$ cat config.mk
export PLATFORM = sky130hd
export DESIGN_NAME = fsub_seq
export DESIGN_NICKNAME = d
export VERILOG_FILES = /design/src/rtl/fsub_seq.sv
export SDC_FILE = /design/constraint.sdc
export NUM_CORES = 1
export LEC_CHECK = 0
export BUFFER_PORTS_ARGS = -buffer_cell sky130_fd_sc_hd__clkbuf_2
export CORE_MARGIN = 4
export CORE_UTILIZATION = 30
export DETAILED_ROUTE_END_ITERATION = 16
export GPL_TIMING_DRIVEN = 0
export HOLD_SLACK_MARGIN = 0.15
export SLEW_MARGIN = 20
export SYNTH_ARGS = -nofsm -noshare
export SYNTH_HDL_FRONTEND = slang
export SYNTH_SLANG_ARGS = --single-unit
$ cat constraint.sdc
create_clock -name clk -period 11.6 [get_ports clk]
set_input_delay 1.16 -clock clk [delete_from_list [all_inputs] [get_ports clk]]
set_output_delay 1.16 -clock clk [all_outputs]
set_load 0.02 [all_outputs]
$ cat src/rtl/fsub_seq.sv
// Iterative IEEE-754 subtractor (a - b): unpack, one-bit-per-cycle align and normalise, truncating pack.
// Special cases and truncation match the companion fadd so add/sub results stay bit-consistent.
module fsub_seq #(
    parameter int N = 32
) (
    input  logic         clk,
    input  logic         rst,
    input  logic         in_valid,
    output logic         in_ready,
    input  logic [N-1:0] a,
    input  logic [N-1:0] b,
    output logic         out_valid,
    input  logic         out_ready,
    output logic [N-1:0] result
);
    localparam int EXP_W = (N == 64) ? 11 : 8;
    localparam int MAN_W = (N == 64) ? 52 : 23;
    localparam int MW    = MAN_W + 2;
    localparam logic [EXP_W-1:0] EXP_ONES = '1;
    localparam logic [EXP_W-1:0] EXP_TOP  = EXP_ONES - 1'b1;
    localparam logic [EXP_W-1:0] EXP_ONE  = EXP_W'(1);
    localparam logic [EXP_W-1:0] FAR_LIM  = EXP_W'(MAN_W - 1);

    typedef enum logic [2:0] {S_IDLE, S_UNPACK, S_ALIGN, S_ADD, S_NORM, S_DONE} state_t;

    function automatic logic [N-1:0] sat_inf(input logic s);
        return {s, {EXP_W{1'b1}}, {MAN_W{1'b0}}};
    endfunction

    function automatic logic [N-1:0] signed_zero(input logic s);
        return {s, {(N-1){1'b0}}};
    endfunction

    state_t            state_q, state_d;
    logic [N-1:0]      opa_q, opa_d, opb_q, opb_d;
    logic [N-1:0]      res_q, res_d;
    logic [MW-1:0]     mx_q, mx_d, my_q, my_d;
    logic [EXP_W-1:0]  cnt_q, cnt_d, exp_q, exp_d;
    logic              sign_q, sign_d, sub_q, sub_d;

    logic              sa, sb, a_nan, b_nan, a_inf, b_inf, a_zero, b_zero, a_ge, far;
    logic [EXP_W-1:0]  ea, eb, ediff;
    logic [MAN_W-1:0]  fa, fb;
    logic [MW-1:0]     sum_m;

    // opb_q already holds the sign-flipped subtrahend, so the rest is an add
    assign sa     = opa_q[N-1];
    assign sb     = opb_q[N-1];
    assign ea     = opa_q[N-2:MAN_W];
    assign eb     = opb_q[N-2:MAN_W];
    assign fa     = opa_q[MAN_W-1:0];
    assign fb     = opb_q[MAN_W-1:0];
    assign a_nan  = (&ea) && (|fa);
    assign b_nan  = (&eb) && (|fb);
    assign a_inf  = (&ea) && !(|fa);
    assign b_inf  = (&eb) && !(|fb);
    assign a_zero = !(|ea);
    assign b_zero = !(|eb);
    assign a_ge   = opa_q[N-2:0] >= opb_q[N-2:0];
    assign ediff  = a_ge ? (ea - eb) : (eb - ea);
    assign far    = ediff > FAR_LIM;
    assign sum_m  = sub_q ? (mx_q - my_q) : (mx_q + my_q);

    assign in_ready  = (state_q == S_IDLE) && !rst;
    assign out_valid = (state_q == S_DONE);
    assign result    = res_q;

    always_comb begin
        state_d = state_q;
        opa_d   = opa_q;
        opb_d   = opb_q;
        res_d   = res_q;
        mx_d    = mx_q;
        my_d    = my_q;
        cnt_d   = cnt_q;
        exp_d   = exp_q;
        sign_d  = sign_q;
        sub_d   = sub_q;
        case (state_q)
            S_IDLE: begin
                if (in_valid && in_ready) begin
                    opa_d   = a;
                    opb_d   = {~b[N-1], b[N-2:0]};
                    state_d = S_UNPACK;
                end
            end
            S_UNPACK: begin
                state_d = S_DONE;
                if (a_nan || b_nan) begin
                    res_d = '1;
                end else if (a_inf || b_inf) begin
                    res_d = (a_inf && b_inf && (sa != sb)) ? '1 : (a_inf ? opa_q : opb_q);
                end else if (a_zero || b_zero) begin
                    res_d = (a_zero && b_zero) ? signed_zero(sa & sb) : (a_zero ? opb_q : opa_q);
                end else if (far) begin
                    res_d = a_ge ? opa_q : opb_q;
                end else begin
                    mx_d    = {2'b01, (a_ge ? fa : fb)};
                    my_d    = {2'b01, (a_ge ? fb : fa)};
                    exp_d   = a_ge ? ea : eb;
                    sign_d  = a_ge ? sa : sb;
                    sub_d   = sa ^ sb;
                    cnt_d   = ediff;
                    state_d = S_ALIGN;
                end
            end
            S_ALIGN: begin
                if (cnt_q == '0) begin
                    state_d = S_ADD;
                end else begin
                    my_d  = my_q >> 1;
                    cnt_d = cnt_q - 1'b1;
                end
            end
            S_ADD: begin
                mx_d = sum_m;
                if (sum_m == '0) begin
                    res_d   = '0;
                    state_d = S_DONE;
                end else begin
                    state_d = S_NORM;
                end
            end
            S_NORM: begin
                if (mx_q[MW-1]) begin
                    mx_d  = mx_q >> 1;
                    exp_d = exp_q + 1'b1;
                    if (exp_q == EXP_TOP) begin
                        res_d   = sat_inf(sign_q);
                        state_d = S_DONE;
                    end
                end else if (!mx_q[MAN_W]) begin
                    mx_d  = mx_q << 1;
                    exp_d = exp_q - 1'b1;
                    if (exp_q == EXP_ONE) begin
                        res_d   = signed_zero(sign_q);
                        state_d = S_DONE;
                    end
                end else begin
                    res_d   = {sign_q, exp_q, mx_q[MAN_W-1:0]};
                    state_d = S_DONE;
                end
            end
            S_DONE: begin
                if (out_ready) state_d = S_IDLE;
            end
            default: state_d = S_IDLE;
        endcase
    end

    always_ff @(posedge clk) begin
        if (rst) begin
            state_q <= S_IDLE;
            res_q   <= '0;
        end else begin
            state_q <= state_d;
            res_q   <= res_d;
        end
    end

    always_ff @(posedge clk) begin
        opa_q  <= opa_d;
        opb_q  <= opb_d;
        mx_q   <= mx_d;
        my_q   <= my_d;
        cnt_q  <= cnt_d;
        exp_q  <= exp_d;
        sign_q <= sign_d;
        sub_q  <= sub_d;
    end

endmodule

# Word level (Yosys, flattened, before mapping)
# Cells that the tools add are included.
# Widths: inputs -> output; s select.
# totals
output_inout_bits	34
input_bits	68
word_cells	145
register_bits	167
# classes
muxes	60
n_eq_ne	21
n_reduce_logical	37
magnitude_cmp	2
n_bitwise	7
add_sub_neg	7
# op_table
op	count
$mux 32	14
$mux 25	10
$mux 8	13
$pmux 32 s3	1
$pmux 25 s3	1
$pmux 25 s2	1
$mux 24	2
$mux 23	2
$reduce_or 23->1	2
$mux 3	11
$pmux 8 s2	2
$ge 31x31->1	1
$add 25x25->25	1
$logic_not 25->1	1
$sub 25x25->25	1
$reduce_and 5->1	4
$pmux 3 s6	1
$reduce_and 6->1	3
$reduce_and 8->1	2
$reduce_or 8->1	2
$sub 8x1->8 const B	2
$sub 8x8->8	2
$ne 2x2->1 const B	7
$logic_and 1x1->1	9
23 further kinds	39

# Logic depth before layout (Yosys ltp)
# Gate-level depths: netlist (run 1).
# logic_depth
depth_word	9
depth_mapped	20
mapped_depth_nobuf	18

# Least setup slack after synthesis (run 1)
# No wires, ideal clock.
# synth_path
kind	flip-flop to flip-flop
from	reg my_q[6]
to	reg res_q[18], in the netlist result[18]
synth_period_minus_slack_ps	4781
setup_slack_ps	6819
t_arrival_ps	4660
path_buffers	2
setup_ps	121
stages_incl_launch_ff	19
required_ps	11479
path_cell_list	edfxtp_1 -> or4_4 -> or3_4 -> nor2_1 -> a21oi_1 -> xnor2_1 -> ha_1 -> clkbuf_1 -> a211oi_2 -> o21ai_0 -> and3_1 -> a2111o_1 -> a21oi_1 -> xor2_1 -> or4b_1 -> o21ai_2 -> nand3_4 -> buf_6 -> mux2_4
# synth_between
elab_chain_len	5
word_cells_on_any_way	6
cone_classes	add/sub: 2; eq/ne: 1; mux: 1; reduce/logical: 2
# synth_lines
element	line_no	source
start: declaration	37	logic [MW-1:0] mx_q, mx_d, my_q, my_d;
start signal: assignment	165	my_q <= my_d;
$add 25x25->25 or $sub 25x25->25 (tied branches)	62	assign sum_m = sub_q ? (mx_q - my_q) : (mx_q + my_q);
$mux 25 (*)	62	
$logic_not 25->1 (*)	117	if (sum_m == '0) begin
$ne 2x2->1 (no line) (*)	-	
$reduce_and 5->1 (no line) (*)	-	
end signal: assignment	157	res_q <= res_d;
end: declaration	36	logic [N-1:0] res_q, res_d;
# Mark *: on every way between the ends. The rest lies on a longest branch, timed or not.
# A chain may end at the register's enable or synchronous reset.

# Worst setup path in the final report (run 1)
# layout_path
from	reg my_q[6]
to	reg res_q[1], in the netlist result[1]
# The elaborated chain is that of the path after synthesis.

==> results.json, run 1 <==
{
  "stdcell_area_um2": 13980,
  "final_common_cell": "edfxtp_1",
  "initialDrtViolationCount": 1391,
  "vias": 11120,
  "overflow": 0,
  "io_pins": 102,
  "final_util_pct": 35.10,
  "yosysWarnings": 0,
  "ys_seq_area_share_pct": 38.21,
  "p_per_area_nw_per_um2": 218.3,
  "finalSetupViolCount": 0,
  "fillerInstances": 4127,
  "clock_latency_ns": 0.46,
  "syn_to_final_growth_pct": 15.26,
  "clk_pin_slew_ns": 0.07,
  "rsz0062_at_grt": "false",
  "syn-cell-area_um2": 12130,
  "root_buffer": "clkbuf_16",
  "gp_congestion": 1.002,
  "worst_pin_slew_ns": 1.106,
  "clkSinkCount": 166,
  "max_freq_ghz": 0.1654,
  "met1_length_um": 19050,
  "drtAntennaViolNets": 0,
  "drt_wl_total_um": 41390,
  "min_period_over_period_pct": 52.13,
  "drive_gt1_share_pct": 11.77,
  "required_ns": 11.91,
  "cts_buffer_depth": 2,
  "core_um2": 39820,
  "antenna_found_initial": 0,
  "mappedNetlistNets": 1468,
  "async_flop_share_pct": 0,
  "postCtsSetupBuffers": 0,
  "remaining_drc_errors": 0,
  "wl_met3_um": 2500,
  "grt.total_usage_pct": 18.58,
  "ctsHoldBuffers": 0,
  "die_x_um": 209.1,
  "cap_viol_max_count": 0,
  "setup_tns_ns": 0,
  "io_buffers": 101,
  "place_area_um2": 13390,
  "synth_ff_type": "edfxtp_1",
  "period_needed_ns": 6.047,
  "dr.max_layer_used": "met4",
  "cts_max_level": 4,
  "cp_num_buf_inv": 1,
  "grt_pass1_wl_um": 63800,
  "critical_path.max_stage_delay_ns": 0.59,
  "path_cells": "or4_4, or3_4, nor2_1, a21oi_1, xnor2_1, ha_1, a21oi_1, o21ai_0, and3_1, a2111o_1, a21oi_1, xor2_1, or4b_1, o21ai_2, clkbuf_1, and4_1, a211oi_2",
  "crit_fanout": 10,
  "cp-start-kind": "flop",
  "end_kind": "flop",
  "critPathKind": "flop to flop",
  "hold_viol_final": 0,
  "arrival_ns": 6.36,
  "critPathSlowestCell": "or4_4",
  "p_leak_nw": 5.387,
  "n_antenna_cell": 0,
  "synthCells": 1326,
  "synth_edf_count": 131,
  "fin_worst_skew_ns": 0.01073,
  "via_per_inst": 5.598,
  "rows": 73,
  "syn_area_per_cell_um2": 9.146,
  "dp_hpwl_um": 33710,
  "dieArea_um2": 43710,
  "post_drt_wl_per_cell_um": 20.84,
  "start_util_pct": 30.45,
  "run_status": "finished, final reports clean",
  "yosysUniqueCellTypes": 78,
  "total_power_w": 0.003052,
  "ys_ff_latch": 166,
  "dr.pass1.iters": 6,
  "cts_resized": 0,
  "wl_met2_um": 18420,
  "crit_family": "simple AND/OR/NAND/NOR gates",
  "layout_common_cells": "131 x edfxtp_1, 106 x a21oi_1, 105 x nor2_1",
  "hold_class": "flop to flop",
  "cts_tree": "done",
  "grt_pass1_vias": 10730,
  "grt_max_degree": 61,
  "crit_top_cell": "a21oi_1",
  "fin_nets": 1591,
  "slew_viol_final": 0,
  "cts_buffers": 17,
  "slew_headroom_pct": 25.62,
  "vdd_drop_max_uv": 84.11,
  "die_height_um": 209.1
}
-- cell usage after synthesis, drive strengths merged, types with 9 or more instances --
master	n	area, um^2
edfxtp	131	3934
a21oi	106	530.5
nor2	106	400.4
inv	92	345.3
o21ai	88	444.2
nand2	82	307.8
clkbuf	79	297.8
ha	71	888.4
a211oi	47	377.9
mux2i	43	430.4
dfxtp	35	700.7
xnor2	32	280.3
nor3	29	145.1
a21o	28	210.2
and4	26	227.7
a221o	23	230.2
nand3	22	122.6
nor4	21	131.4
xor2	19	166.4
nand4	18	112.6
a221oi	17	148.9
a22oi	17	127.6
a31oi	14	87.58
and3	11	68.82
or3	11	73.82
nand2b	10	62.56
o211ai	10	80.07
a222oi	9	90.09
-- through the flow --
stage | hold WS (ns) | instances | setup WS [ns]
final | 0.4539 | 1986 | 5.553
after global routing | 0.4708 | 1986 | 5.337
after CTS | 0.4561 | 1986 | 5.679
after detailed placement | 0.4432 | 1955 | 5.701
after global placement | 0.4453 | 1952 | 5.520
after floorplan | 0.5255 | 1326 | 6.819
-- flip-flops by register name, summed over array words and instances (netlist names) --
signal	flops
my_q	24
opa_q	32
mx_q	25
cnt_q	8
result	32
sign_q	1
sub_q	1
exp_q	8
state_q	3
opb_q	32
-- area by class of cell --
type                       count  area [um^2]  area share (%)
clock inverter                14        165.2           1.182
buffer                        87        355.3           2.542
tap                          525        656.9           4.699
multi-input combinational    981         6820           48.79
inverter                      92        345.3           2.470
sequential                   166         4634           33.15
clock buffer                  17        425.4           3.043
timing repair buffer         104        575.6           4.117
-- cells by family (layout without fill, tap and decap cells) --
kind of cell	Yosys count	after routing	share of synthesized area (%)
adders and majority gates	74	74	7.820
DFF	166	166	38.21
and+or+nand+nor	373	373	15.97
muxes	48	48	4.044
AOI/OAI and AO/OA	435	435	24.49
buffers and inverters	179	314	5.777
xor gates and xnor gates	51	51	3.683
-- power by group --
| part | switching [W] | internal [W] |
|---|---|---|
| Clock | 0.000264 | 0.000322 |
| Combinational | 0.000964 | 0.000536 |
| Sequential | 0.000132 | 0.000833 |
-- worst reg2reg max path: cells and delay by family (launching register included) --
family	cells	cell delay [ns]
XOR/XNOR	2	0.59
flip-flops	1	0.49
AND/OR/NAND/NOR	6	2.39
adder cells (fa/ha/maj)	1	0.39
buffers and inverters	1	0.37
AO/OA/AOI/OAI	7	1.68
-- routing by layer --
metal | global-route usage, % | vias up
li1 | - | 5311
met2 | 29.04 | 456
met1 | 26.27 | 5276
met4 | 7.133 | 0
met5 | 0 | -
met3 | 2.357 | 75
-- path summary, 6_finish.rpt --
| path | slack, ns | from | end | cells past startpoint |
|---|---|---|---|---|
| worst max-delay path | 5.55 | my_q[6] | result[1] | 17 |
| worst min-delay path | 0.45 | result[13] | result[13] | 2 |
| worst max register to register | 5.55 | my_q[6] | result[1] | 17 |
| worst min register to register | 0.45 | result[13] | result[13] | 2 |
Power figures use the tool's default switching activity.
==> run 2: changes to the inputs <==
Clock period 11.6 ns to 6.06 ns, I/O delays scaled along.
==> results.json, run 2 (synthesis gave the netlist of run 1 again) <==
{
  "worst_pin_slew_ns": 1.099,
  "io_pins": 102,
  "cp_num_buf_inv": 1,
  "dieArea_um2": 43710,
  "arrival_ns": 6.21,
  "crit_family": "simple AND/OR/NAND/NOR gates",
  "cts_buffers": 17,
  "period_needed_ns": 5.858,
  "rows": 73,
  "path_cells": "or4_4, or3_4, nor2_1, a21oi_1, xnor2_1, ha_1, a21oi_1, o21ai_0, and3_1, a2111o_1, a21oi_1, xor2_1, or4b_1, o21ai_4, nand3_4, buf_6, mux2_4",
  "critPathSlowestCell": "or4_4",
  "overflow": 0,
  "clock_latency_ns": 0.46,
  "dr.pass1.iters": 6,
  "p_comb_share_pct": 49.2,
  "finalSetupViolCount": 0,
  "drive_gt1_share_pct": 11.91,
  "p_leak_nw": 5.393,
  "syn_to_final_growth_pct": 15.34,
  "stdcell_area_um2": 13990,
  "clkPwrFrac_pct": 19.2,
  "crit_fanout": 10,
  "required_ns": 6.41,
  "critical_path.max_stage_delay_ns": 0.59,
  "slew_headroom_pct": 26.13,
  "netSwitchingFraction_pct": 44.56,
  "hold_class": "primary input to flop",
  "die_height_um": 209.1,
  "layout_common_cells": "131 x edfxtp_1, 106 x a21oi_1, 105 x nor2_1",
  "critPathKind": "flop to flop",
  "vias": 11100,
  "cts_max_level": 4,
  "hold_viol_final": 0,
  "root_buffer": "clkbuf_16",
  "setup_tns_ns": 0,
  "ctsHoldBuffers": 0,
  "clk_pin_slew_ns": 0.07,
  "io_buffers": 101,
  "final_common_cell": "edfxtp_1",
  "cap_viol_max_count": 0,
  "run_status": "finished, final reports clean",
  "max_freq_ghz": 0.1707,
  "vdd_drop_max_uv": 160.1,
  "post_drt_wl_per_cell_um": 20.83,
  "initialDrtViolationCount": 1329,
  "clkSinkCount": 166,
  "internal_power_w": 0.003239,
  "seq_power_share_pct": 31.6,
  "fin_cells": 1986,
  "drt_wl_total_um": 41360,
  "grt_pass1_wl_um": 63800,
  "fin_nets": 1591,
  "via_per_inst": 5.591,
  "antenna_found_initial": 0,
  "core_um2": 39820,
  "cts_tree": "done",
  "cts_buffer_depth": 2,
  "fin_worst_skew_ns": 0.009891,
  "post-place-cells": 1955,
  "switching_power_w": 0.002604,
  "gp_congestion": 1.002,
  "drtAntennaViolNets": 0,
  "grt.total_usage_pct": 18.58,
  "grt_max_degree": 61,
  "p_per_area_nw_per_um2": 417.7,
  "dp_hpwl_um": 33710,
  "cp-start-kind": "flop",
  "grt_pass1_vias": 10730,
  "n_antenna_cell": 0,
  "remaining_drc_errors": 0,
  "end_kind": "flop",
  "start_util_pct": 30.45,
  "place_area_um2": 13390,
  "rsz0062_at_grt": "false",
  "min_period_over_period_pct": 96.67,
  "slew_viol_final": 0,
  "crit_top_cell": "a21oi_1",
  "die_x_um": 209.1
}
[run 2: what timing repair did]
item                       CTS  global route
buffers inserted             0             0
setup endpoints to repair    0            21
gates resized for setup      0             6
[run 2: worst reg2reg max path: cells and delay by family (launching register included)]
| kind | cells | cell delay, ns |
|---|---|---|
| and+or+nand+nor | 6 | 2.25 |
| AOI/OAI and AO/OA | 6 | 1.53 |
| xor gates and xnor gates | 2 | 0.57 |
| DFF | 1 | 0.49 |
| adders and majority gates | 1 | 0.38 |
| muxes | 1 | 0.30 |
| buffers and inverters | 1 | 0.24 |
[run 2: metal layers]
layer / routed length [um] / up-vias / GRT usage [%]
met2: 18400 / 483 / 29.04
met5: 0 / - / 0
li1: - / 5308 / -
met1: 18740 / 5237 / 26.27
met3: 2787 / 76 / 2.357
met4: 1431 / 0 / 7.133
[run 2: final cells by class]
| cell class | instances | area [um^2] |
|---|---|---|
| plain buffers | 87 | 357.8 |
| inverters | 92 | 345.3 |
| repair buffers | 104 | 575.6 |
| well taps | 525 | 656.9 |
| clock inverters | 14 | 165.2 |
| fillers | 4128 | 25830 |
| multi-input cells | 981 | 6828 |
| flip-flops and latches | 166 | 4634 |
| clock buffers | 17 | 425.4 |
[run 2: stage by stage]
step	hold WS (ns)	util [%]	setup WS, ns	power [W]
3_3_place_gp	0.4453	33.37	-0.01970	0.004616
5_1_grt	0.3005	35.13	0.01533	0.006192
6_report	0.3179	35.13	0.2019	0.005843
3_5_place_dp	0.4432	33.62	0.1610	0.004678
2_1_floorplan	0.5255	-	1.279	0.003731
4_1_cts	0.3004	35.10	0.1391	0.005813
[run 2: final timing paths]
check,start,end,slack (ns),cells after the start
worst min-delay path,b[0],opb_q[0],0.32,1
worst min register to register,result[13],result[13],0.45,2
worst max-delay path,my_q[6],result[18],0.20,17
worst max register to register,my_q[6],result[18],0.20,17
[run 2: power groups by stage]
| stage | clock [W] | sequential (W) | combinational (W) |
|---|---|---|---|
| final | 0.00112 | 0.00185 | 0.00288 |
| after floorplan | 0 | 0.00191 | 0.00182 |
| after global placement | 0 | 0.00187 | 0.00274 |
| after detailed placement | 0 | 0.00186 | 0.00281 |
| after CTS | 0.00114 | 0.00184 | 0.00283 |
| after global routing | 0.00118 | 0.00188 | 0.00313 |
==> run 3: changes to the inputs <==
Settings changed: BUFFER_PORTS_ARGS -buffer_cell sky130_fd_sc_hd__clkbuf_2 to default, DONT_BUFFER_PORTS from default to 1.
==> results.json, run 3 (synthesis gave the netlist of run 1 again) <==
{
  "run_status": "finished, final reports clean",
  "ff_latch_area_um2": 4634,
  "final_util_pct": 33.97,
  "gp_congestion": 0.9760,
  "post-place-ws_ns": 0.09572,
  "p_comb_share_pct": 45.1,
  "n_antenna_cell": 0,
  "cts_max_level": 4,
  "overflow": 0,
  "hold_class": "primary input to flop",
  "rows": 73,
  "min_period_over_period_pct": 96.27,
  "post-place-cells": 1854,
  "grt_pass1_vias": 10350,
  "clock_latency_ns": 0.45,
  "multiInputGateArea_um2": 6848,
  "start_util_pct": 30.45,
  "setup_tns_ns": 0,
  "p_per_area_nw_per_um2": 429.0,
  "postCtsSetupBuffers": 0,
  "clkSinkCount": 166,
  "drtAntennaViolNets": 0,
  "fillerInstances": 4178,
  "layout_common_cells": "131 x edfxtp_1, 106 x a21oi_1, 105 x nor2_1",
  "fin_worst_skew_ns": 0.01023,
  "io_buffers": 0,
  "critPathKind": "flop to flop",
  "core_um2": 39820,
  "grt_max_degree": 59,
  "grt.total_usage_pct": 18.86,
  "r2r-start": "my_q[6]",
  "reg2reg_slack_ns": 0.23,
  "switching_power_w": 0.002596,
  "antenna_found_initial": 0,
  "place_area_um2": 12890,
  "internal_power_w": 0.003207,
  "cp-start-kind": "flop",
  "drive_gt1_share_pct": 5.662,
  "vias": 10830,
  "remaining_drc_errors": 0,
  "initialDrtViolationCount": 1099,
  "max_freq_ghz": 0.1714,
  "r2r-end": "result[18]",
  "root_buffer": "clkbuf_16",
  "post_drt_wl_per_cell_um": 22.41,
  "final_common_cell": "edfxtp_1",
  "die_height_um": 209.1,
  "ctsHoldBuffers": 0,
  "worst_slack_ns": 0.2263,
  "dieArea_um2": 43710,
  "cts_tree": "done",
  "rsz0062_at_grt": "false",
  "finalSetupViolCount": 0,
  "dr.pass1.iters": 6,
  "fin_nets": 1490,
  "netSwitchingFraction_pct": 44.73,
  "slew_headroom_pct": 32.77,
  "crit_end": "result[18]",
  "cts_buffers": 17,
  "grt_pass1_wl_um": 64250,
  "cap_viol_max_count": 0,
  "worst_pin_slew_ns": 0.9978,
  "dp_hpwl_um": 34420,
  "period_needed_ns": 5.834,
  "required_ns": 6.40,
  "end_kind": "flop",
  "vdd_drop_max_uv": 193.9,
  "crit_start": "my_q[6]",
  "arrival_ns": 6.17,
  "die_x_um": 209.1,
  "clkPwrFrac_pct": 20.2,
  "clk_pin_slew_ns": 0.07,
  "slew_viol_final": 0,
  "rr_worst_depth": 18,
  "fin_cells": 1885,
  "crit_fanout": 10,
  "seq_power_share_pct": 34.7,
  "io_pins": 102,
  "hold_viol_final": 0,
  "cts_buffer_depth": 2,
  "syn_to_final_growth_pct": 11.53,
  "via_per_inst": 5.744,
  "drt_wl_total_um": 42250,
  "stdcell_area_um2": 13530,
  "p_leak_nw": 4.984
}
run 3: cell count changes in the layout (fill, tap and decap cells not counted), sizes merged:
cell | previous run | this run
bufinv | 2 | 3
inv | 100 | 101
clkinvlp | 2 | 1
clkinv | 2 | 1
clkbuf | 197 | 96
run 3: worst max-delay path, stage by stage (launching register included):
cell      delay [ns]
edfxtp_1        0.49
or4_4           0.59
or3_4           0.37
nor2_1          0.28
a21oi_1         0.13
xnor2_1         0.31
ha_1            0.30
clkbuf_1        0.19
a211oi_2        0.29
o21ai_0         0.16
and3_1          0.20
a2111o_1        0.36
a21oi_1         0.19
xor2_1          0.22
or4b_1          0.55
o21ai_4         0.34
nand3_4         0.20
buf_6           0.24
mux2_4          0.30
run 3: routing by layer:
metal	vias up	GRT usage [%]	share of wire, %	wire length (um)
met5	-	0	0	0
li1	5097	-	-	-
met3	72	3.468	7.0	2960
met4	0	6.436	3.4	1435
met1	5175	26.05	45	19010
met2	483	29.83	45	18850
run 3: power groups by stage:
stage	registers (W)	logic (W)	clock network, W
floorplan	0.00191	0.00182	0
CTS	0.00202	0.00257	0.00118
global placement	0.00205	0.00248	0
global route	0.00205	0.00288	0.00124
finish	0.00202	0.00262	0.00117
detailed placement	0.00204	0.00255	0
run 3: area by class of cell:
cell class	count	area share [%]
clock buffer	17	3.145
tap	525	4.856
multi-input combinational	981	50.62
buffer	87	2.645
clock inverter	14	1.397
inverter	92	2.553
timing repair buffer	3	0.5180
sequential	166	34.26
run 3: worst min path at each step:
stage	from	end	slack, ns	cells past startpoint
3_5_place_dp	result[10]	result[10]	0.55	2
3_3_place_gp	result[7]	result[7]	0.55	2
4_1_cts	a[6]	opa_q[6]	0.23	0
2_1_floorplan	result[0]	result[0]	0.53	2
6_report	a[6]	opa_q[6]	0.24	0
5_1_grt	a[0]	opa_q[0]	0.23	0
run 3: repair_timing:
item | CTS | global route
setup endpoints to repair | 0 | 32
gates resized for setup | 0 | 9
endpoints found under the hold margin | 0 | 0
run 3: per-stage QoR:
stage | hold slack (ns) | power [W]
floorplan | 0.5255 | 0.003731
global placement | 0.5522 | 0.004534
detailed placement | 0.5536 | 0.004596
CTS | 0.2324 | 0.005772
global route | 0.2264 | 0.006168
finish | 0.2430 | 0.005803
